File: config.mk
export PLATFORM = sky130hd
export DESIGN_NAME = buff_sequencer
export DESIGN_NICKNAME = d
export VERILOG_FILES = /design/src/rtl/buff_sequencer.sv
export SDC_FILE = /design/constraint.sdc
export NUM_CORES = 1
export LEC_CHECK = 0
export BUFFER_PORTS_ARGS = -buffer_cell sky130_fd_sc_hd__buf_2
export CAP_MARGIN = 20
export CORE_MARGIN = 8
export CORE_UTILIZATION = 53
export CTS_BUF_LIST = sky130_fd_sc_hd__clkbuf_16
export DETAILED_ROUTE_END_ITERATION = 8
export GPL_TIMING_DRIVEN = 0
export PLACE_DENSITY = 0.73
export SETUP_SLACK_MARGIN = 0.1
export SYNTH_ARGS = -nofsm -noshare
export SYNTH_HDL_FRONTEND = slang
export SYNTH_SLANG_ARGS = --single-unit
File: constraint.sdc
create_clock -name clk -period 4.7 [get_ports clk]
set_clock_uncertainty 0.1 [all_clocks]
set_input_delay 0.705 -clock clk [delete_from_list [all_inputs] [get_ports clk]]
set_output_delay 0.705 -clock clk [all_outputs]
set_load 0.005 [all_outputs]
File: src/rtl/buff_sequencer.sv
// Burst sequencer for a shared circular buffer: admits fixed-length write/read
// bursts against the tracked occupancy and emits the controller toggle pairs.
module buff_sequencer #(
    parameter int SIZE  = 64,
    parameter int BURST = 16,
    parameter int LVLW  = $clog2(SIZE + 1)
) (
    input  logic            clk,
    input  logic            rst,
    input  logic            wr_req,
    input  logic            rd_req,
    output logic            wr_toggle,
    output logic            rd_toggle,
    output logic            wr_strobe,
    output logic            rd_strobe,
    output logic            wr_busy,
    output logic            rd_busy,
    output logic            wr_done,
    output logic            rd_done,
    output logic            wr_err,
    output logic            rd_err,
    output logic [LVLW-1:0] level,
    output logic            dbg_wr_state,
    output logic            dbg_rd_state
);

    localparam int CW = (BURST > 1) ? $clog2(BURST) : 1;

    localparam logic [0:0] S_IDLE = 1'b0;
    localparam logic [0:0] S_RUN  = 1'b1;

    localparam logic [CW-1:0]   LAST   = CW'(BURST - 1);
    localparam logic [LVLW-1:0] WR_MAX = LVLW'(SIZE - BURST);
    localparam logic [LVLW-1:0] RD_MIN = LVLW'(BURST);

    logic [0:0]      wr_state_q, wr_state_d;
    logic [0:0]      rd_state_q, rd_state_d;
    logic [CW-1:0]   wr_cnt_q, wr_cnt_d;
    logic [CW-1:0]   rd_cnt_q, rd_cnt_d;
    logic            wr_done_q, wr_done_d;
    logic            rd_done_q, rd_done_d;
    logic            wr_err_q, wr_err_d;
    logic            rd_err_q, rd_err_d;
    logic [LVLW-1:0] level_q, level_d;
    logic            wr_beat, rd_beat;

    assign wr_beat = (wr_state_q == S_RUN);
    assign rd_beat = (rd_state_q == S_RUN);

    // Handshake: a request is sampled every cycle; it is accepted only from IDLE
    // with room/data available, otherwise it yields a one-cycle *_err pulse.
    always_comb begin
        wr_state_d = wr_state_q;
        wr_cnt_d   = wr_cnt_q;
        wr_done_d  = 1'b0;
        wr_err_d   = 1'b0;
        case (wr_state_q)
            S_IDLE: begin
                if (wr_req) begin
                    if (level_q <= WR_MAX) begin
                        wr_state_d = S_RUN;
                        wr_cnt_d   = '0;
                    end else begin
                        wr_err_d = 1'b1;
                    end
                end
            end
            S_RUN: begin
                wr_err_d = wr_req;
                if (wr_cnt_q == LAST) begin
                    wr_state_d = S_IDLE;
                    wr_cnt_d   = '0;
                    wr_done_d  = 1'b1;
                end else begin
                    wr_cnt_d = wr_cnt_q + 1'b1;
                end
            end
            default: wr_state_d = S_IDLE;
        endcase
    end

    always_comb begin
        rd_state_d = rd_state_q;
        rd_cnt_d   = rd_cnt_q;
        rd_done_d  = 1'b0;
        rd_err_d   = 1'b0;
        case (rd_state_q)
            S_IDLE: begin
                if (rd_req) begin
                    if (level_q >= RD_MIN) begin
                        rd_state_d = S_RUN;
                        rd_cnt_d   = '0;
                    end else begin
                        rd_err_d = 1'b1;
                    end
                end
            end
            S_RUN: begin
                rd_err_d = rd_req;
                if (rd_cnt_q == LAST) begin
                    rd_state_d = S_IDLE;
                    rd_cnt_d   = '0;
                    rd_done_d  = 1'b1;
                end else begin
                    rd_cnt_d = rd_cnt_q + 1'b1;
                end
            end
            default: rd_state_d = S_IDLE;
        endcase
    end

    // Coincident write and read beats cancel out in the occupancy count.
    always_comb begin
        level_d = level_q;
        case ({wr_beat, rd_beat})
            2'b10:   level_d = level_q + 1'b1;
            2'b01:   level_d = level_q - 1'b1;
            default: level_d = level_q;
        endcase
    end

    always_ff @(posedge clk) begin
        if (!rst) begin
            wr_state_q <= S_IDLE;
            rd_state_q <= S_IDLE;
            wr_cnt_q   <= '0;
            rd_cnt_q   <= '0;
            wr_done_q  <= 1'b0;
            rd_done_q  <= 1'b0;
            wr_err_q   <= 1'b0;
            rd_err_q   <= 1'b0;
            level_q    <= '0;
        end else begin
            wr_state_q <= wr_state_d;
            rd_state_q <= rd_state_d;
            wr_cnt_q   <= wr_cnt_d;
            rd_cnt_q   <= rd_cnt_d;
            wr_done_q  <= wr_done_d;
            rd_done_q  <= rd_done_d;
            wr_err_q   <= wr_err_d;
            rd_err_q   <= rd_err_d;
            level_q    <= level_d;
        end
    end

    assign wr_strobe    = wr_beat;
    assign rd_strobe    = rd_beat;
    assign wr_busy      = wr_beat;
    assign rd_busy      = rd_beat;
    assign wr_toggle    = wr_beat && ((wr_cnt_q == '0) || (wr_cnt_q == LAST));
    assign rd_toggle    = rd_beat && ((rd_cnt_q == '0) || (rd_cnt_q == LAST));
    assign wr_done      = wr_done_q;
    assign rd_done      = rd_done_q;
    assign wr_err       = wr_err_q;
    assign rd_err       = rd_err_q;
    assign level        = level_q;
    assign dbg_wr_state = wr_state_q[0];
    assign dbg_rd_state = rd_state_q[0];

endmodule
After elaboration in Yosys (flattened, before gate mapping)
Index checks and enable logic that the tools add are counted.
{ "op_classes": {"n_addsub": 4, "order_cmp": 2, "n_eq_ne": 8, "mux": 25, "bitwise_logic": 2, "n_reduce_logical": 11} }
{ "op_table": {"columns": ["cell", "count"], "rows": [
  ["2-to-1 mux 4 bit", 6],
  ["one-hot mux 4 bit (2 select lines)", 2],
  ["one-hot mux 7 bit (2 select lines)", 1],
  ["2-to-1 mux 1 bit", 12],
  ["adder 4 x 1 -> 4 bit (second input constant)", 2],
  ["equality test 4 bit (second input constant)", 2],
  ["zero test 4 bit", 2],
  ["inequality test 2 bit (second input constant)", 4],
  ["one-hot mux 1 bit (2 select lines)", 4],
  ["AND reduction 2 bit", 4],
  ["adder 7 x 1 -> 7 bit (second input constant)", 1],
  [">= comparator 7 x 5 -> 1 bit (second input constant)", 1],
  ["less-or-equal comparator 7 x 6 -> 1 bit (second input constant)", 1],
  ["subtractor 7 x 1 -> 7 bit (second input constant)", 1],
  ["equality test 2 x 1 -> 1 bit (second input constant)", 1],
  ["equality test 2 bit (second input constant)", 1],
  ["logical AND 1 bit", 2],
  ["logical OR 1 bit", 2],
  ["NOT 1 bit", 2],
  ["nonzero test 2 bit", 1]
]} }
{ "word_totals": {"register_bits": 21, "inputBits": 4, "out_inout_bits": 19, "elab_cells": 61} }

Logic depth before layout (Yosys ltp)
Gate-level depths: netlist of run 1.
{ "depth": {"word_depth": 4, "mapped_depth": 11, "depth_no_buf": 8} }

Least setup slack after synthesis of run 1
No wires, ideal clock.
{ "synth_timing": {"kind": "reg2reg", "start": "reg wr_state_q (netlist: dbg_wr_state)", "end": "reg level_q[4] (netlist: level[4])", "setup_time_ns": 0.127, "arrival_ns": 2.426, "required_time_ns": 4.473, "path_slack_ns": 2.047, "path_stages_with_launch": 12, "n_path_buf": 3, "synth_period_minus_slack_ns": 2.653, "cell_sequence": "dfxtp_1 > clkbuf_1 > inv_1 > ha_1 > buf_6 > buf_2 > xor2_1 > ha_1 > a21o_2 > a22oi_1 > nor3_1 > or3_1"} }
{ "synth_between": {"elab_chain_cells": 2, "elab_cells_between_ends": 4, "classes_between": "eq/ne (2); mux (1); reduce/logical (1)"} }
{ "synth_rtl": {"columns": ["element", "line_no", "rtl"], "rows": [
  ["from (decl)", "36", "logic [0:0] wr_state_q, wr_state_d;"],
  ["from (signal assigned)", "134", "wr_state_q <= wr_state_d;"],
  ["equality test 2 x 1 -> 1 bit or equality test 2 bit (tied branches)", "115", "case ({wr_beat, rd_beat})"],
  ["one-hot mux 7 bit (2 select lines) or nonzero test 2 bit (tied branches)", null, null],
  ["to (signal assigned)", "142", "level_q <= level_d;"],
  ["to (decl)", "44", "logic [LVLW-1:0] level_q, level_d;"]
]} }
Parallel ways exist; a longest one is shown, timed or not.
A chain may end at the register's enable or synchronous reset.

Worst setup path after layout of run 1
Ends and elaborated chain as after synthesis.

==> run metrics, run 1 <==
clock root buffer master clkbuf_16; Peak supply drop 0.300 mV; Post-DP HPWL 2310 um; hold path start wr_cnt_q[3]; first-pass GRT wire length roughly 5600 um; CTS tree built; final setup vio count 0; Final #Nets between 200 and 250; share of post-route cells with drive strength above 1 22.1%; core footprint 2500 um^2; most frequent cells in the layout buf_2 (26), dfxtp_1 (21), nor2_1 (15); hold path cells 2; DR pass1 iterations 4; # diodes 0; Worst Path Arrival 3.07 ns; placed cells 225; vias in the first global route around 1300; via count 1321; WHS 0.423 ns; Hold Crit Class flip-flop to flip-flop; Total GRT Usage 15.4%; synth warn 0; reg2reg start dbg_wr_state; post-CTS setup buffers 0; via-per-instance ratio between 5 and 6; gr ovfl total 0; I/O pins 23; critical path class flip-flop to flip-flop; PortBufs 22; Chip Height 67.4 um; area of the die 4540 um^2; initial antenna violation count 0; CP Launch Type flip-flop; Slew Viols, Final 0; maxcap violations 0; deepest clock path buffer count 2; wire per inst around 14 um; # clock sinks 21; syn nets 184; Netlist cell types between 40 and 50; WHS Endpoint wr_done; Critical Path RT 4.73 ns; CTS Buf Count 3; commonest non-fill, non-tap cell in the layout buf_2; Reg clk slew, reported paths 0.06 ns; fill count 223; syn avg cell area 8.09 um^2; Worst-Margin Slew about 0.5 ns; H-Tree Depth 1; register bit total from synthesis 21; Leak 0.761 nW; Worst setup EP type flip-flop; Synth-to-Final Area Change 16.2%; fin crit period 3.04 ns; num rows 18; highest clock rate 329 MHz; Antenna Nets Post-Route 0; Hold Vio Cnt, Final 0; slew margin rel. 67.5%; sequential share of the synthesized area 30.0%; RSZ-0062 raised after global routing no; Main synth FF type dfxtp_1; cells after synthesis roughly 170; Detailed Route Iter0 Violations 70; PostCTS Resize Cnt 0; Routed WL about 3300 um; number of synthesized flops with an enable pin 0; Layout Cells excl Fill 229; total negative setup slack 0 ns; RD Place Congestion between 0.8 and 0.9; fraction of registers with async set/reset 0%; R2R Setup Slk roughly 1.7 ns; r2r worst-path depth 11; Tcrit/Tclk final 64.6%; Power Dens Cells 500 nW/um^2; Max FO, Critical Path 10; Clock Latency Late Sink 0.25 ns; DRC violations left 0; mapped cell area 1400 um^2; Initial Util 56.0%; status complete, no violations; r2r endpoint level[4]; hold_buf cts 0; largest net degree at the start of global routing 12; Die Wd between 60 and 70 um
-- power breakdown --
group,switching [mW],internal (mW)
registers,0.0359,0.211
clock network,0.0660,0.113
logic,0.214,0.174
total,0.316,0.498
-- logic make-up after synthesis --
kind of cell    count (synthesis)  share of synthesized area (%)
mux                             4                           2.86
flops                          21                           30.0
compound gates                 43                           22.8
xor+xnor                        3                           1.88
buf+inv                        28                           11.1
simple gates                   67                           25.1
fa+ha+maj                       7                           6.26
-- through the flow --
stage	power [mW]	setup WS (ns)	utilization, %	area [um^2]
finish	0.814	1.66	65.1	1630
global route	0.877	1.44	65.1	1630
CTS	0.819	1.70	65.1	1630
detailed placement	0.632	1.72	61.9	1550
global placement	0.620	1.79	61.9	1550
floorplan	0.528	2.05	-	1400
-- state kept, by name (all words and copies together) (netlist names) --
name,count
rd_done,1
rd_err,1
wr_done,1
wr_cnt_q,4
wr_err,1
dbg_wr_state,1
dbg_rd_state,1
level,7
rd_cnt_q,4
-- cell usage after synthesis (4+ instances only) --
| library cell | n | area share [%] |
|---|---|---|
| nand2_1 | 12 | 3.2 |
| nor3_1 | 5 | 1.8 |
| nand3_1 | 13 | 4.6 |
| clkbuf_1 | 5 | 1.3 |
| a21oi_1 | 13 | 4.6 |
| buf_4 | 6 | 3.2 |
| buf_2 | 4 | 1.4 |
| nand4_1 | 4 | 1.8 |
| nor2_1 | 15 | 4.0 |
| inv_1 | 10 | 2.7 |
| mux2i_1 | 4 | 2.9 |
| o21ai_0 | 6 | 2.1 |
| ha_1 | 7 | 6.3 |
| dfxtp_1 | 21 | 30 |
-- per-layer routing --
| layer | global-route usage, % | vias up | routed length (um) |
|---|---|---|---|
| met2 | 27.6 | 40 | 1680 |
| met4 | 5.74 | 0 | 13 |
| met3 | 3.31 | 2 | 205 |
| met1 | 17.3 | 613 | 1410 |
| met5 | 0 | - | 0 |
| li1 | - | 666 | - |
-- worst max-delay path, cell delays in order (launching register included) --
cell	delay (ns)
dfxtp_1	0.36
clkbuf_1	0.33
inv_1	0.22
ha_1	0.28
buf_6	0.14
buf_2	0.19
xor2_1	0.16
ha_1	0.25
a21o_2	0.23
a22oi_1	0.23
nor3_1	0.08
or3_1	0.35
-- worst max path at each step --
stage	start	to	slack (ns)	cells after the start
after floorplan	dbg_wr_state	level[4]	2.05	11
after global placement	dbg_wr_state	level[4]	1.79	11
after detailed placement	dbg_wr_state	level[4]	1.72	11
after CTS	dbg_wr_state	level[4]	1.70	11
after global routing	dbg_wr_state	level[4]	1.44	11
final	dbg_wr_state	level[4]	1.66	11
-- cell type report --
class | count | area, um^2 | area share, %
buffer | 18 | 118 | 7.23
clock buffer | 3 | 75.1 | 4.62
clock inverter | 1 | 3.75 | 0.231
inverter | 10 | 37.5 | 2.31
multi-input combinational | 124 | 825 | 50.7
sequential | 21 | 420 | 25.8
tap | 30 | 37.5 | 2.31
timing repair buffer | 22 | 110 | 6.77
No activity file was read; power rests on OpenSTA's default activity.
==> run 2: changes to the inputs <==
clock period = 3.1 ns   (was 4.7 ns; I/O delays follow)
==> run 2 against run 1 <==
Cell count is the same. Register-to-register slack worse by 1.4 ns. Critical path type unchanged. Design area grew 0.38%. Clock power up 53%. Utilization increased by 0.25 points. Critical endpoint unchanged. Critical path depth is the same. Worst hold slack worse by 0.066 ns.
==> run metrics, run 2 (synthesized netlist as in run 1, its figures left out) <==
status complete, no violations; Post-DP HPWL 2310 um (unchanged); fin crit period 2.80 ns (-0.239 ns); Tcrit/Tclk final 90.3% (+26 points); Leak 0.765 nW (+0.51%); most frequent cells in the layout buf_2 (27), dfxtp_1 (21), nor2_1 (15); I/O pins 23 (unchanged); Chip Height 67.4 um (unchanged); clock root buffer master clkbuf_16; commonest non-fill, non-tap cell in the layout buf_2; Final Total Pwr 1.24 mW (+52%); core footprint 2500 um^2 (unchanged); Synth-to-Final Area Change 16.6%; initial antenna violation count 0 (unchanged); highest clock rate 357 MHz (+8.5%); via count 1307 (-1.1%); Total GRT Usage 15.4% (unchanged); H-Tree Depth 1 (unchanged); Antenna Nets Post-Route 0 (unchanged); area of the die 4540 um^2 (unchanged); # diodes 0 (unchanged); PnR worst setup slack 0.302 ns (-1.36 ns); Max FO, Critical Path 10 (unchanged); maxcap violations 0 (unchanged); via-per-instance ratio 5.71 (-1.1%); post-route cell area 1630 um^2 (+0.38%); Critical Path RT 3.13 ns (-1.60 ns); largest net degree at the start of global routing 12 (unchanged); first-pass GRT wire length 5600 um (unchanged); Worst-Margin Slew 0.492 ns (+0.00428 ns); DP Area 1550 um^2 (unchanged); CTS Buf Count 3 (unchanged); register area 420 um^2 (unchanged); multi-input combinational cell area 830 um^2 (+0.61%); # clock sinks 21 (unchanged); Power Dens Cells 759 nW/um^2 (+52%); Initial Util 56.0% (unchanged); final setup vio count 0 (unchanged); fin util 65.3% (+0.25 points); PortBufs 22 (unchanged); deepest clock path buffer count 2 (unchanged); Largest register FFs 7 (unchanged); CP Launch Type flip-flop; Hold Crit Class input pin to flip-flop; Worst setup EP type flip-flop; vias in the first global route 1287 (unchanged); critical path class flip-flop to flip-flop; wire per inst 14.5 um (about the same); RSZ-0062 raised after global routing no; Reg clk slew, reported paths 0.06 ns (about the same); slew margin rel. 67.2% (-0.29 points); Detailed Route Iter0 Violations 69 (-1.4%); num rows 18 (unchanged); Worst Path Arrival 2.83 ns (-0.24 ns); DP Worst Slack 0.119 ns (-1.60 ns); Peak supply drop 0.455 mV (+51%); total negative setup slack 0 ns (unchanged); DR pass1 iterations 4 (unchanged); Final #Nets 211 (unchanged); Slew Viols, Final 0 (unchanged); Die Wd 67.4 um (unchanged); Routed WL 3310 um (about the same); Hold Vio Cnt, Final 0 (unchanged); fill count 224 (+0.45%); Clock Latency Late Sink 0.25 ns (about the same); RD Place Congestion 0.859 (unchanged); post-CTS setup buffers 0 (unchanged); CTS tree built; DRC violations left 0 (unchanged); share of post-route cells with drive strength above 1 23.1% (+1.0 points); gr ovfl total 0 (unchanged)
[run 2: metrics by stage]
step | instances | hold slack [ns]
floorplan | 173 | 0.380
global placement | 225 | 0.403
detailed placement | 225 | 0.414
CTS | 229 | 0.361
global route | 229 | 0.358
finish | 229 | 0.357
[run 2: cell type report]
type                            count  area share [%]
Multi-Input combinational cell    124            50.8
Sequential cell                    21            25.7
Clock buffer                        3            4.60
Tap cell                           30            2.30
Inverter                           10            2.30
Buffer                             18            7.28
Clock inverter                      1           0.230
Timing Repair Buffer               22            6.74
[run 2: metal layers]
layer  part of all wire (%)  wire length [um]  track usage [%]
met1                     43              1430             17.3
met2                     50              1670             27.6
met3                    5.9               197             3.31
met4                   0.39                13             5.74
met5                      0                 0                0
[run 2: path summary, 6_finish.rpt]
check                    start  endpoint  slack [ns]  cells past startpoint
setup / recovery  dbg_wr_state  level[4]        0.30                     11
hold / removal          rd_req    rd_err        0.36                      3
setup reg to reg  dbg_wr_state  level[4]        0.30                     11
hold reg to reg    wr_cnt_q[3]   wr_done        0.42                      2
[run 2: worst max-delay path, cell delays in order (launching register included)]
cell and delay, ns:
dfxtp_1 0.36, buf_2 0.22, inv_1 0.15, ha_1 0.26
buf_6 0.14, buf_2 0.19, xor2_1 0.16, ha_1 0.25
nand2b_1 0.14, a22oi_2 0.10, o2111a_1 0.23, or3_1 0.37
[run 2: repair_timing]
item	in CTS	in global routing
endpoints found under the hold margin	0	0
setup endpoints to repair	0	3
gates resized for setup	0	4
hold buffers	0	0
[run 2: power by group]
group          internal, mW  switching, mW  leakage (nW)
clock network         0.172          0.101        0.0423
registers             0.320         0.0539         0.171
logic                 0.266          0.326         0.552
